--- src/rtl/uart_debug_pkg.sv ---
// uart_debug_pkg: shared FSM encodings and line constants for the debug UART.
// The PARITY state exists only when UART_DEBUG_TX_PARITY_EN is defined.
package uart_debug_pkg;
    localparam int CLKS_PER_BIT_12M_115200 = 104;
    localparam logic LINE_IDLE = 1'b1;
`ifdef UART_DEBUG_TX_PARITY_EN
    typedef enum logic [2:0] {S_IDLE, S_START, S_DATA, S_PARITY, S_STOP} state_t;
`else
    typedef enum logic [1:0] {S_IDLE, S_START, S_DATA, S_STOP} state_t;
`endif
endpackage

--- src/rtl/uart_debug_fifo.sv ---
// uart_debug_fifo: synchronous byte FIFO with gated push/pop, full/empty flags and occupancy count.
module uart_debug_fifo #(
    parameter int DEPTH = 16,
    parameter int AW = 4
) (
    input  logic          clk,
    input  logic          reset,
    input  logic          push,
    input  logic          pop,
    input  logic [7:0]    din,
    output logic [7:0]    dout,
    output logic          full,
    output logic          empty,
    output logic [AW:0]   count
);
    logic [7:0]    mem [DEPTH];
    logic [AW-1:0] wr_ptr, rd_ptr;
    logic          do_push, do_pop;

    assign full    = count == (AW+1)'(DEPTH);
    assign empty   = count == '0;
    assign do_push = push && !full;
    assign do_pop  = pop && !empty;
    assign dout    = mem[rd_ptr];

    always_ff @(posedge clk)
        if (do_push) mem[wr_ptr] <= din;

    always_ff @(posedge clk or posedge reset)
        if (reset) begin
            wr_ptr <= '0;
            rd_ptr <= '0;
            count  <= '0;
        end else begin
            wr_ptr <= wr_ptr + AW'(do_push);
            rd_ptr <= rd_ptr + AW'(do_pop);
            count  <= count + (AW+1)'(do_push) - (AW+1)'(do_pop);
        end
endmodule

--- src/rtl/uart_debug_tx.sv ---
// uart_debug_tx: FIFO-buffered 8N1 debug UART transmitter, LSB first.
// Define UART_DEBUG_TX_PARITY_EN to insert an even-parity bit before the stop bit.
module uart_debug_tx
    import uart_debug_pkg::*;
#(
    parameter int CLKS_PER_BIT = CLKS_PER_BIT_12M_115200,
    parameter int FIFO_DEPTH = 16,
    parameter int ADDR_W = 4
) (
    input  logic            clk,
    input  logic            reset,
    input  logic            wr_en,
    input  logic [7:0]      wr_data,
    output logic            tx,
    output logic            busy,
    output logic            fifo_full,
    output logic            fifo_empty,
    output logic [ADDR_W:0] fifo_count,
    output logic            overflow,
    output logic            tx_done
);
    localparam logic [15:0] BAUD_LAST = 16'(CLKS_PER_BIT - 1);

    state_t      state, state_n;
    logic [15:0] baud, baud_n;
    logic [2:0]  bit_idx, bit_n;
    logic [7:0]  shift, shift_n, fifo_dout;
    logic        pop, last, tx_n;
`ifdef UART_DEBUG_TX_PARITY_EN
    logic        par, par_n;
    localparam state_t AFTER_DATA = S_PARITY;
`else
    localparam state_t AFTER_DATA = S_STOP;
`endif

    uart_debug_fifo #(.DEPTH(FIFO_DEPTH), .AW(ADDR_W)) u_fifo (
        .clk   (clk),
        .reset (reset),
        .push  (wr_en),
        .pop   (pop),
        .din   (wr_data),
        .dout  (fifo_dout),
        .full  (fifo_full),
        .empty (fifo_empty),
        .count (fifo_count)
    );

    always_ff @(posedge clk or posedge reset)
        if (reset) begin
            state    <= S_IDLE;
            baud     <= '0;
            bit_idx  <= '0;
            shift    <= '0;
            tx       <= LINE_IDLE;
            busy     <= 1'b0;
            tx_done  <= 1'b0;
            overflow <= 1'b0;
`ifdef UART_DEBUG_TX_PARITY_EN
            par      <= 1'b0;
`endif
        end else begin
            state    <= state_n;
            baud     <= baud_n;
            bit_idx  <= bit_n;
            shift    <= shift_n;
            tx       <= tx_n;
            busy     <= state_n != S_IDLE;
            tx_done  <= state_n == S_STOP && baud_n == BAUD_LAST;
            overflow <= overflow | (wr_en & fifo_full);
`ifdef UART_DEBUG_TX_PARITY_EN
            par      <= par_n;
`endif
        end

    // Outputs are registered from the next-state values so tx lines up with the state it belongs to.
    always_comb begin
        last    = baud == BAUD_LAST;
        state_n = state;
        baud_n  = last ? '0 : baud + 16'd1;
        bit_n   = bit_idx;
        shift_n = shift;
        pop     = 1'b0;
`ifdef UART_DEBUG_TX_PARITY_EN
        par_n   = par;
`endif
        case (state)
            S_IDLE: begin
                baud_n = '0;
                pop    = !fifo_empty;
            end
            S_START: if (last) state_n = S_DATA;
            S_DATA: if (last) begin
                shift_n = shift >> 1;
                bit_n   = bit_idx + 3'd1;
                if (bit_idx == 3'd7) state_n = AFTER_DATA;
            end
`ifdef UART_DEBUG_TX_PARITY_EN
            S_PARITY: if (last) state_n = S_STOP;
`endif
            S_STOP: if (last) begin
                state_n = S_IDLE;
                pop     = !fifo_empty;
            end
            default: state_n = S_IDLE;
        endcase
        if (pop) begin
            state_n = S_START;
            shift_n = fifo_dout;
`ifdef UART_DEBUG_TX_PARITY_EN
            par_n   = ^fifo_dout;
`endif
        end
        tx_n = state_n == S_START ? 1'b0 : state_n == S_DATA ? shift_n[0] : LINE_IDLE;
`ifdef UART_DEBUG_TX_PARITY_EN
        if (state_n == S_PARITY) tx_n = par_n;
`endif
    end
endmodule

--- config.mk ---
export PLATFORM = sky130hd
export DESIGN_NAME = uart_debug_tx
export DESIGN_NICKNAME = d
export VERILOG_FILES = /design/src/rtl/uart_debug_pkg.sv /design/src/rtl/uart_debug_fifo.sv /design/src/rtl/uart_debug_tx.sv
export SDC_FILE = /design/constraint.sdc
export NUM_CORES = 1
export LEC_CHECK = 0
export BUFFER_PORTS_ARGS = -buffer_cell sky130_fd_sc_hd__clkbuf_2
export CORE_MARGIN = 1.5
export CORE_UTILIZATION = 60
export DETAILED_ROUTE_END_ITERATION = 16
export GPL_TIMING_DRIVEN = 0
export MAX_ROUTING_LAYER = met4
export PLACE_DENSITY_LB_ADDON = 0.2
export SLEW_MARGIN = 40
export SYNTH_ARGS = -nofsm -noshare
export SYNTH_HDL_FRONTEND = slang
export SYNTH_SLANG_ARGS = --single-unit
--- constraint.sdc ---
create_clock -name clk -period 7.4 [get_ports clk]
set_input_delay 0 -clock clk [delete_from_list [all_inputs] [get_ports clk]]
set_output_delay 0 -clock clk [all_outputs]
set_load 0.05 [all_outputs]
======== Yosys cells after proc, flatten, opt, wreduce, memory -nomap -nowiden ========
Memories as Yosys holds them, arrays and structs flattened.
Cells that the tools add are included.
word-level totals
  RAM bits ................................ 128
  register bits after elaboration ......... 46
  input bits .............................. 11
  memories ................................ 1
memories
  memory      depth  bits a word  rd ports  clocked after memory_dff  write ports  RTL line               RTL
  u_fifo.mem  16     8            1         0                         1            uart_debug_fifo.sv:16  logic [7:0] mem [DEPTH];
operators by class
  equal/unequal tests ..................... 10
  add/subtract/negate cells ............... 6
  reductions and logical operators ........ 12
  mux-type cells .......................... 17
  bitwise logic cells ..................... 2
operators with widths
  kind                   number
  $eq 16x7->1 const B    2
  $mux 16                2
  $mux 8                 3
  $add 16x1->16 const B  1
  $mux 2                 5
  $add 4x1->4            2
  $eq 2x2->1 const B     4
  $pmux 2 s3             1
  $reduce_bool 2->1      3
  $add 5x1->5            1
  $eq 5x5->1 const B     1
  $logic_not 5->1        1
  $mux 1                 5
  $sub 5x1->5            1
  $eq 2x1->1 const B     2
  $reduce_and 2->1       2
  $add 3x1->3 const B    1
  $eq 3x3->1 const B     1
  $logic_and 1x1->1      3
  $logic_not 1->1        2
  $logic_not 2->1        1
  $pmux 1 s2             1
  $and 1x1->1            1
  $or 1x1->1             1

======== Longest topological paths before layout ========
Gate-level depths: netlist (run 1).
  depth after elaboration ................. 8
  mapped depth ............................ 16
  gate-level depth less buffers ........... 15

======== Hierarchy ========
A second synthesis (run 1) with hierarchy kept.
second synthesis, totals
  cells, all modules ...................... 485
  area total of the unflattened synthesis .. 7524.7 um^2
by module, submodules not included
  module           cells each  times used  area each (um^2)  sequential area each (um^2)
  uart_debug_fifo  310         1           5734.2            4169.0
  uart_debug_tx    175         1           1790.5            827.0

======== Least setup slack after synthesis (run 1) ========
No wires, ideal clock.
  kind .................................... reg-to-reg
  start ................................... register u_fifo.count[3]
  end ..................................... register u_fifo.count[4]
  cell stages (with the launch flop) ...... 16
  setup slack ............................. 2.927 ns
  path buffers ............................ 1
  arrival time ............................ 4.348 ns
  setup time .............................. 0.126 ns
  path through ............................ dfrtp_1 inv_1 ha_1 nor4b_1 nor3_4 buf_6 ha_1 inv_1 ha_1 inv_1 fa_1 inv_1 a21oi_1 nor2_1 nor2_1 xnor2_1
on the way
  cells in the longest elaborated chain, start to end .. 6
  elaborated cells between the ends (all ways) .. 10
ends and longest elaborated chain
  element                 RTL line                                                          RTL
  from (decl)             uart_debug_fifo.sv:14                                             output logic [AW:0] count
  from (signal assigned)  uart_debug_fifo.sv:37                                             count <= count + (AW+1)'(do_push) - (AW+1)'(do_pop);
  $logic_not 5->1 (*)     uart_debug_fifo.sv:21                                             assign empty = count == '0;
  named net fifo_empty    uart_debug_tx.sv:17                                               output logic fifo_empty,
  $logic_not 1->1 (*)     uart_debug_fifo.sv:23, uart_debug_tx.sv:89, uart_debug_tx.sv:102
  $mux 1                  uart_debug_tx.sv:100                                              S_STOP: if (last) begin
  $pmux 1 s2              uart_debug_tx.sv:86                                               case (state)
  $logic_and 1x1->1 (*)   uart_debug_fifo.sv:23                                             assign do_pop = pop && !empty;
  $sub 5x1->5 (*)         uart_debug_fifo.sv:37
Mark *: on every way through the listed nets, which the timed path passes. The rest lies on a longest branch.
A chain may end at the register's enable or synchronous reset.

======== Worst setup path in the final report (run 1) ========
  start ................................... register baud[0]
  end ..................................... register u_fifo.count[4]
on the way
  cells in the longest elaborated chain, start to end .. 5
ends and longest elaborated chain
  element                 RTL line               RTL
  from (decl)             uart_debug_tx.sv:25    logic [15:0] baud, baud_n;
  from (signal assigned)  uart_debug_tx.sv:63    baud <= baud_n;
  $eq 16x7->1             uart_debug_tx.sv:77    last = baud == BAUD_LAST;
  $mux 1                  uart_debug_tx.sv:100
  $pmux 1 s2              uart_debug_tx.sv:86
  $logic_and 1x1->1       uart_debug_fifo.sv:23
  $sub 5x1->5             uart_debug_fifo.sv:37
No other way between the ends.

==> results.toml, run 1 <==
[outcome]
status = "complete, no violations"

[clock_network]
clk_latency_ns = 0.43
cts_tree = "yes"
cts.path.max_buffers = 2
path_clk_slew_ns = 0.06
htreeDepth = 4
clockRootBuffer = "clkbuf_16"
cts_made_buffers = 17
cts.sinks = 174
cts_resized = 0

[finish]
syn_to_final_growth_pct = 13.1
regArea_sq_mm = 0.00500
multi_input_area_sq_mm = 0.00230
nFillCells = 779
layout-drive-gt1-share = 0.251
fin_nets = 525
post-route-util = 0.695
antenna_cells = 0

[die]
rows = 40
die_w_um = 114
coreArea_sq_mm = 0.0120
design.die.area_sq_mm = 0.0130
die_h_um = 114
io-pin-count = 22
start_util = 0.614

[yosys]
seq_area_frac_synth = 0.677
ys.warnings.count = 0
yosys-top-cells-area = "edfxtp_1 52%, dfrtp_1 15%, mux4_2 12%"
synth_top_cell_by_area = "edfxtp_1"
yosysTopAreaCellShare = 0.521
synth_seq_cells = 174
synthDistinctLibCells = 53
synth_ff_type = "edfxtp_1"
syn-num-nets = 472
netlist_instances = 442
synthArstFlopShare = 0.264
netlist_area_sq_mm = 0.00738
syn_area_per_cell_sq_um = 16.7
synth-edff-count = 128

[run]
maxCapViolCount = 0

[placed_design]
dp_hpwl_um = 9450
pre_cts_ws_ns = 3.43
place_congestion = 0.808
io_buffers = 21

[power]
p_seq_frac = 0.510
vdd_ir_drop_max_v = 0.000204
pwr-share-comb = 0.159
internal-power_uw = 1700
powerDensity_mw_per_mm2 = 281
power.switching_uw = 650
leakage_uw = 0.00298
p_clk_frac = 0.330
swShare = 0.277

[setup_path]
critPathMaxFanout = 11
end_kind = "register"
required_ns = 7.71
path_cells = "ha_1 -> or4b_4 -> nor4_4 -> a21oi_2 -> nor3_4 -> buf_6 -> ha_1 -> inv_1 -> ha_1 -> inv_1 -> fa_1 -> inv_1 -> a21oi_1 -> nor2_1 -> nor2_1 -> xnor2_1"
critPathMaxStageDelay_ns = 0.53
worstSetupPathType = "reg2reg"
start_kind = "register"
reg2regPathDepth = 16
crit_path_top_delay_cell = "or4b_4"
worstPathArrival_ns = 4.27

[sta]
worst_slack_ns = 3.45
rsz0062_at_grt = "no"
clock_skew_ns = 0.00487
final.period_utilization = 0.534
relSlewSlack = 0.472
final_hold_viol_count = 0
fin_crit_ns = 3.95
setup_tns_ns = 0
setup_violations = 0
tightest_slew_ns = 0.781
slew_viol_final = 0
fmax_mhz = 253

[grt]
grt_max_degree = 26
first_global_vias = 4097
grtUsageTotal = 0.250
grt_pass1_wl_um = 22300
antenna_found_initial = 0
grt_overflow = 0

[routing]
vias_per_cell = 6.11
via_count = 3993
drt_iter0_markers = 285
firstDrtPassIters = 4
drc_errors = 0
routed_wl_um = 14200
ant_nets = 0
post_drt_wl_per_cell_um = 21.7

[min_path]
min_path_type = "in2reg"
hold_path_depth = 1
power groups by stage:
stage | sequential, uW | clock (uW) | combinational [uW]
2_1_floorplan | 1270 | 0 | 194
3_3_place_gp | 1210 | 0 | 333
3_5_place_dp | 1220 | 0 | 372
4_1_cts | 1200 | 783 | 376
5_1_grt | 1210 | 829 | 410
6_report | 1200 | 775 | 374
state kept, by name, summed over array words and instances (netlist names):
name	cells
u_fifo.wr_ptr	4
shift	8
bit_idx	3
baud	16
tx	1
u_fifo.mem	128
u_fifo.count	5
tx_done	1
overflow	1
u_fifo.rd_ptr	4
busy	1
state	2
Yosys cell counts, types with 3 or more instances:
cell and number:
nor2_1 31, buf_2 7, nand3_1 11, inv_1 12
nor2b_1 5, xor2_1 12, nand2b_1 4, nand3b_1 3
nand2_1 25, nand4_1 5, xnor2_1 12, mux2i_1 9
o21ai_1 7, ha_1 18, mux4_2 39, edfxtp_1 128
nor3_1 12, dfrtp_1 45, clkbuf_1 10, and3_1 3
nor4_1 3, a21oi_1 4
stage by stage:
step	power [uW]	hold WS [ns]	instances	instance area, sq um
after floorplan	1460	0.0989	442	7380
after detailed placement	1590	-0.0321	615	7750
final	2350	0.0289	653	8350
after global placement	1540	0.223	610	7670
after global routing	2450	0.0427	653	8350
after CTS	2360	0.0226	653	8340
critical path: cells and delay by family, from the launching register on:
family,cells,cell delay [ns]
compound gates,2,0.22
xor+xnor,1,0.11
fa+ha+maj,4,1.06
buf+inv,4,0.41
flops,1,0.40
simple gates,5,1.63
what timing repair did:
action | in CTS | in global routing
hold buffers | 8 | 0
buffers inserted | 0 | 0
endpoints found under the hold margin | 128 | 0
cells in the final DEF, fill, tap and decap left out, types with 3 or more instances in the layout:
| master | count |
|---|---|
| buf_2 | 11 |
| nor2_2 | 12 |
| o21ai_1 | 7 |
| clkinv_4 | 3 |
| nor4_1 | 3 |
| nand2_1 | 25 |
| dlygate4sd3_1 | 8 |
| nor2b_1 | 5 |
| clkbuf_2 | 22 |
| xnor2_1 | 12 |
| nor2_1 | 19 |
| clkinv_1 | 4 |
| xor2_1 | 12 |
| nand4_1 | 5 |
| ha_1 | 18 |
| inv_1 | 11 |
| a21oi_1 | 4 |
| mux2i_1 | 9 |
| nand3_1 | 11 |
| dfrtp_1 | 45 |
| clkbuf_1 | 12 |
| nand2b_1 | 4 |
| nand3b_1 | 3 |
| nor3_2 | 4 |
| and3_1 | 3 |
| edfxtp_1 | 128 |
| mux4_2 | 39 |
| clkinvlp_4 | 3 |
| nor3_1 | 8 |
| clkbuf_16 | 17 |
layer usage:
metal / GRT usage / wire length, um / vias up
met4: 0.118 / 433 / 0
met1: 0.313 / 5890 / 2029
met3: 0.0547 / 619 / 32
met5: - / 0 / -
li1: - / - / 1808
met2: 0.395 / 7240 / 124
area by class of cell:
class / instances / area share
Sequential cell: 174 / 0.599
Multi-Input combinational cell: 236 / 0.275
Clock buffer: 19 / 0.0519
Timing Repair Buffer: 34 / 0.0270
Tap cell: 147 / 0.0220
Buffer: 20 / 0.0111
Clock inverter: 11 / 0.00869
Inverter: 12 / 0.00570
cell families (layout without fill, tap and decap cells):
group	count (synthesis)	after routing	share of synthesized area
flops	174	174	0.677
simple gates	121	121	0.0882
mux	49	49	0.133
buf+inv	32	96	0.0185
xor+xnor	24	24	0.0285
compound gates	23	23	0.0217
fa+ha+maj	19	19	0.0332
worst paths after layout:
check | start | end | slack, ns
setup / recovery | baud[0]$_DFF_PP0_ | u_fifo.count[4]$_DFF_PP0_ | 3.45
setup reg to reg | baud[0]$_DFF_PP0_ | u_fifo.count[4]$_DFF_PP0_ | 3.45
min in group asynchronous | reset | u_fifo.count[4]$_DFF_PP0_ | 0.06
hold / removal | wr_data[4] | u_fifo.mem[13][4]$_DFFE_PP_ | 0.03
hold reg to reg | overflow$_DFF_PP0_ | overflow$_DFF_PP0_ | 0.46
max in group asynchronous | reset | tx$_DFF_PP1_ | 6.84
No activity file was read; power rests on OpenSTA's default activity.
==> run 2, diff against run 1 <==
Clock period 7.4 ns to 3.7 ns, I/O delays scaled along.
==> run 2 against run 1 <==
Against the previous run: final area rose by 0.78%; routed wire length fell by 3.4%; first-iteration DRC count rose by 3.9%; total power rose by 100%; sequential power rose by 100%; global-route usage fell by 1.2 points; die area did not move; maximum frequency rose by 14%; critical path depth did not move; critical path type unchanged; largest cell class unchanged; highest routed layer unchanged.
==> results.toml, run 2 (synthesis gave the netlist of run 1 again) <==
[outcome]
status = "complete, no violations"

[min_path]
min_path_type = "in2reg"
holdCritStartpoint = "wr_data[0]"

[grt]
antenna_found_initial = 0
grt_pass1_wl_um = 21300
grt_overflow = 0
first_global_vias = 4049
grtUsageTotal = 0.239
grt_max_degree = 43

[clock_network]
cts.sinks = 174
path_clk_slew_ns = 0.06
cts.path.max_buffers = 2
clk_latency_ns = 0.43
htreeDepth = 4
clockRootBuffer = "clkbuf_16"
cts_tree = "yes"
cts_made_buffers = 17

[setup_path]
crit_top_cell = "inv_1"
critPathMaxStageDelay_ns = 0.51
regToRegSetupSlack_ns = 0.25
rr_startpoint = "baud[0]$_DFF_PP0_"
worstPathArrival_ns = 3.77
start_kind = "register"
end_kind = "register"
crit_path_top_delay_cell = "or4b_4"
critPathMaxFanout = 11
crit_start = "baud[0]$_DFF_PP0_"
worstSetupPathType = "reg2reg"
required_ns = 4.01
path_cells = "ha_2 -> or4b_4 -> nor4_4 -> a21oi_2 -> nor3_4 -> buf_6 -> ha_1 -> inv_1 -> ha_1 -> inv_1 -> fa_1 -> inv_1 -> a21oi_1 -> nor2_1 -> nor2_1 -> xnor2_1"

[routing]
post_drt_wl_per_cell_um = 20.9
drt_iter0_markers = 296
ant_nets = 0
routed_wl_um = 13700
vias_per_cell = 6.04
drc_errors = 0
firstDrtPassIters = 4
via_count = 3950

[run]
maxCapViolCount = 0

[die]
design.die.area_sq_mm = 0.0130
start_util = 0.614
die_w_um = 114
io-pin-count = 22
rows = 40
coreArea_sq_mm = 0.0120
die_h_um = 114

[sta]
setup_tns_ns = 0
fin_crit_ns = 3.45
final_hold_viol_count = 0
relSlewSlack = 0.471
tightest_slew_ns = 0.789
slew_viol_final = 0
rsz0062_at_grt = "no"
setup_violations = 0
final.period_utilization = 0.934
fmax_mhz = 289
clock_skew_ns = 0.00906

[power]
powerDensity_mw_per_mm2 = 569
vdd_ir_drop_max_v = 0.000368
leakage_uw = 0.00300
total_power_uw = 4790

[placed_design]
dp_hpwl_um = 9040
place_congestion = 0.843
dp.cells = 611
io_buffers = 21

[finish]
nFillCells = 780
stdcell_count = 654
regMostFlops = "u_fifo.mem"
largest_reg_flops = 128
fin_nets = 524
layout-drive-gt1-share = 0.258
layout.cells.most_common = "edfxtp_1"
reg_top3 = "u_fifo.mem (128), baud (16), shift (8)"
antenna_cells = 0
final_cell_mix = "128 x edfxtp_1, 45 x dfrtp_1, 39 x mux4_2"
syn_to_final_growth_pct = 14.0
[run 2: cell types whose count changed in the layout (fill, tap and decap cells not counted), moves of 2 or more]
cell,previous run,this run
nor3_4,1,3
buf_4,0,3
inv_6,1,3
nor3_2,4,2
buf_2,11,8
[run 2: final timing paths]
path | to | cells past startpoint
min | u_fifo.mem[14][0]$_DFFE_PP_ | 1
max in group asynchronous | tx$_DFF_PP1_ | 5
max | u_fifo.count[4]$_DFF_PP0_ | 16
min in group asynchronous | u_fifo.count[4]$_DFF_PP0_ | 4
min reg2reg | overflow$_DFF_PP0_ | 1
max reg2reg | u_fifo.count[4]$_DFF_PP0_ | 16
[run 2: metal layers]
metal / share of wire / global-route usage / up-vias
li1: - / - / 1816
met1: 0.41 / 0.288 / 2017
met2: 0.51 / 0.388 / 96
met3: 0.049 / 0.0627 / 21
met4: 0.025 / 0.0975 / 0
met5: 0 / - / -
[run 2: timing repair]
| item | CTS | global route |
|---|---|---|
| hold buffers | 8 | 0 |
| pin swaps | 1 | 1 |
| gates resized for setup | 0 | 1 |
| hold endpoints to repair | 114 | 0 |
| endpoints found under the setup margin | 1 | 1 |
| gates cloned | 0 | 0 |
| setup buffers | 1 | 2 |
[run 2: worst max-delay path, delay by kind of cell, from the launching register on]
family | cells | cell delay, ns
xor+xnor | 1 | 0.11
flops | 1 | 0.40
buf+inv | 4 | 0.35
fa+ha+maj | 4 | 1.04
simple gates | 5 | 1.25
compound gates | 2 | 0.19
[run 2: per-stage QoR]
step | utilization | instance area [sq um] | worst slack (ns) | hold WS (ns)
floorplan | - | 7380 | 0.0979 | 0.0989
global placement | 0.639 | 7670 | -0.125 | 0.218
detailed placement | 0.644 | 7730 | -0.155 | -0.119
CTS | 0.697 | 8370 | 0.0360 | 0.00183
global route | 0.700 | 8410 | 0.0473 | 0.0219
finish | 0.700 | 8410 | 0.245 | 0.0103
[run 2: final cells by class]
cell class | instances | area, sq um | area share
Multi-Input combinational cell | 236 | 2320 | 0.275
Sequential cell | 174 | 5000 | 0.594
Tap cell | 147 | 184 | 0.0219
Buffer | 20 | 92.6 | 0.0110
Timing Repair Buffer | 33 | 228 | 0.0271
Clock buffer | 18 | 429 | 0.0510
Clock inverter | 14 | 118 | 0.0140
Inverter | 12 | 47.5 | 0.00565
[run 2: power by group]
group	internal, uW	switching [uW]
combinational	235	510
clock	923	721
sequential	2320	85.2
total	3470	1320
==> run 3, diff against run 2 <==
Settings changed: ABC_AREA from default to 1, CORE_MARGIN 1.5 to default, SYNTH_HIERARCHICAL from default to 1.
==> run 3 against run 2 <==
Against the previous run: worst setup slack better by 0.19 ns; register-to-register slack better by 0.19 ns; hold slack better by 0.046 ns; sequential share of layout area down 3.3 points; total power down 0.50%; combinational power down 7.2%; first-iteration DRC count up 91%; critical path depth unchanged; non-clock buffer count down 7; utilization down 0.59 points; clock-buffer cell count up 4; largest cell class unchanged; largest power group unchanged; highest routed layer unchanged.
==> results.toml, run 3 <==
[clock_network]
clk_latency_ns = 0.43
cts_tree = "yes"
cts.sinks = 174
cts_resized = 0
cts_made_buffers = 17
clockRootBuffer = "clkbuf_16"
cts.path.max_buffers = 2
htreeDepth = 4
path_clk_slew_ns = 0.07

[power]
leakage_uw = 0.00411
powerDensity_mw_per_mm2 = 535
vdd_ir_drop_max_v = 0.000417

[yosys]
synth-edff-count = 128
yosysTopAreaCellShare = 0.480
seq_area_frac_synth = 0.624
synth_most_common_cell = "nand2_1"
yosys-top-cells-area = "edfxtp_1 48%, dfrtp_1 14%, nand2_1 13%"
syn-num-nets = 877
synth_top_cell_by_area = "edfxtp_1"
syn_area_per_cell_sq_um = 9.45
synthArstFlopShare = 0.264
yosys-top-cells-count = "281 x nand2_1, 128 x edfxtp_1, 107 x nor2_1, 106 x inv_1, 90 x nand3_1"
netlist_area_sq_mm = 0.00801
netlist_instances = 847
synthDistinctLibCells = 31
synth_seq_cells = 174
synth_ff_type = "edfxtp_1"
ys.warnings.count = 6

[finish]
layout.cells.most_common = "nand2_1"
regMostFlops = "u_fifo/mem"
largest_reg_flops = 128
stdcell_count = 1074
nFillCells = 984
layout-drive-gt1-share = 0.0953
final_cell_mix = "281 x nand2_1, 128 x edfxtp_1, 105 x nor2_1, 105 x inv_1, 90 x nand3_1"
multi_input_area_sq_mm = 0.00245
fin_nets = 919
reg_top3 = "u_fifo/mem (128), baud (16), shift (8)"
syn_to_final_growth_pct = 11.2
antenna_cells = 0
regArea_sq_mm = 0.00500

[placed_design]
dp.cells = 1040
place_congestion = 0.921
pre_cts_ws_ns = 0.452
dp_hpwl_um = 12100
io_buffers = 21

[grt]
grt_max_degree = 34
grtUsageTotal = 0.280
first_global_vias = 5451
grt_pass1_wl_um = 28000
antenna_found_initial = 0
grt_overflow = 0

[die]
design.die.area_sq_mm = 0.0138
coreArea_sq_mm = 0.0128
start_util = 0.624
io-pin-count = 22
die_h_um = 118
rows = 41
die_w_um = 118

[setup_path]
worstPathArrival_ns = 3.62
critPathMaxFanout = 10
required_ns = 4.06
worstSetupPathType = "reg2reg"
start_kind = "register"
end_kind = "register"

[routing]
drc_errors = 0
post_drt_wl_per_cell_um = 16.1
routed_wl_um = 17300
ant_nets = 0
firstDrtPassIters = 5
vias_per_cell = 5.28
via_count = 5674
drt_iter0_markers = 566

[sta]
relSlewSlack = 0.468
clock_skew_ns = 0.00869
final.period_utilization = 0.882
final_hold_viol_count = 0
worst_slack_ns = 0.436
tightest_slew_ns = 0.795
fmax_mhz = 306
slew_viol_final = 0
fin_crit_ns = 3.26
rsz0062_at_grt = "no"
setup_tns_ns = 0
setup_violations = 0

[run]
maxCapViolCount = 0

[min_path]
min_path_type = "in2reg"

[outcome]
status = "complete, no violations"
run 3: cell types whose count changed after synthesis, moves of 39 or more:
cell and change:
nand2_1 +256, nor2_1 +76, nand3_1 +79, inv_1 +94, mux4_2 -39
run 3: area by class of cell:
| type | count | area share |
|---|---|---|
| well taps | 172 | 0.0242 |
| clock inverters | 10 | 0.00871 |
| repair buffers | 23 | 0.0140 |
| multi-input cells | 536 | 0.275 |
| clock buffers | 22 | 0.0534 |
| inverters | 114 | 0.0480 |
| flip-flops and latches | 174 | 0.561 |
| plain buffers | 23 | 0.0160 |
run 3: metrics by stage:
stage                     hold slack (ns)  area [sq um]  total power, uW   util
final                              0.0565          8910             4770  0.694
after global routing               0.0490          8910             4950  0.694
after CTS                          0.0481          8900             4780  0.694
after detailed placement           0.0598          8330             3120  0.649
after global placement             0.0324          8330             3090  0.649
after floorplan                    -0.123          8010             2920      -
run 3: metal layers:
layer | track usage | share of wire | wire length (um) | vias to the layer above
met3 | 0.0596 | 0.060 | 1030 | 32
met2 | 0.456 | 0.50 | 8690 | 181
met5 | - | 0 | 0 | -
li1 | - | - | - | 2786
met1 | 0.348 | 0.42 | 7260 | 2675
met4 | 0.0962 | 0.019 | 332 | 0
run 3: logic make-up after synthesis:
family          after synthesis  synth area share
buf+inv                     137            0.0712
fa+ha+maj                    19            0.0306
flops                       174             0.624
compound gates                9           0.00625
xor+xnor                     10            0.0109
simple gates                498             0.257
run 3: where the power goes:
part | internal (uW) | total (uW) | switching (uW)
Sequential | 2310 | 2400 | 89.8
Combinational | 187 | 691 | 504
Clock | 926 | 1670 | 745
Total | 3430 | 4770 | 1340
run 3: worst max-delay path, cell delays in order, from the launching register on:
cell	delay (ns)
dfrtp_1	0.40
inv_1	0.13
ha_1	0.23
clkinv_1	0.33
nand2_4	0.25
nand2_4	0.10
clkinv_1	0.20
o21ai_0	0.12
inv_1	0.09
ha_1	0.24
inv_1	0.07
ha_1	0.15
inv_1	0.06
fa_1	0.41
nand3b_1	0.18
nand2_1	0.08
xor2_1	0.15
run 3: worst paths after layout:
kind | startpoint | slack [ns] | endpoint | cells past startpoint
min in group asynchronous | reset | 0.14 | u_fifo/rd_ptr[0]$_DFF_PP0_ | 3
max | state[0]$_DFF_PP0_ | 0.44 | u_fifo/count[4]$_DFF_PP0_ | 16
max reg2reg | state[0]$_DFF_PP0_ | 0.44 | u_fifo/count[4]$_DFF_PP0_ | 16
min | wr_data[2] | 0.06 | u_fifo/mem[6][2]$_DFFE_PP_ | 1
max in group asynchronous | reset | 3.02 | baud[5]$_DFF_PP0_ | 3
min reg2reg | bit_idx[2]$_DFFE_PP0P_ | 0.49 | bit_idx[2]$_DFFE_PP0P_ | 2
run 3: timing repair:
action,in CTS,in global routing
endpoints found under the hold margin,46,0
buffers inserted,0,0
hold buffers,2,0
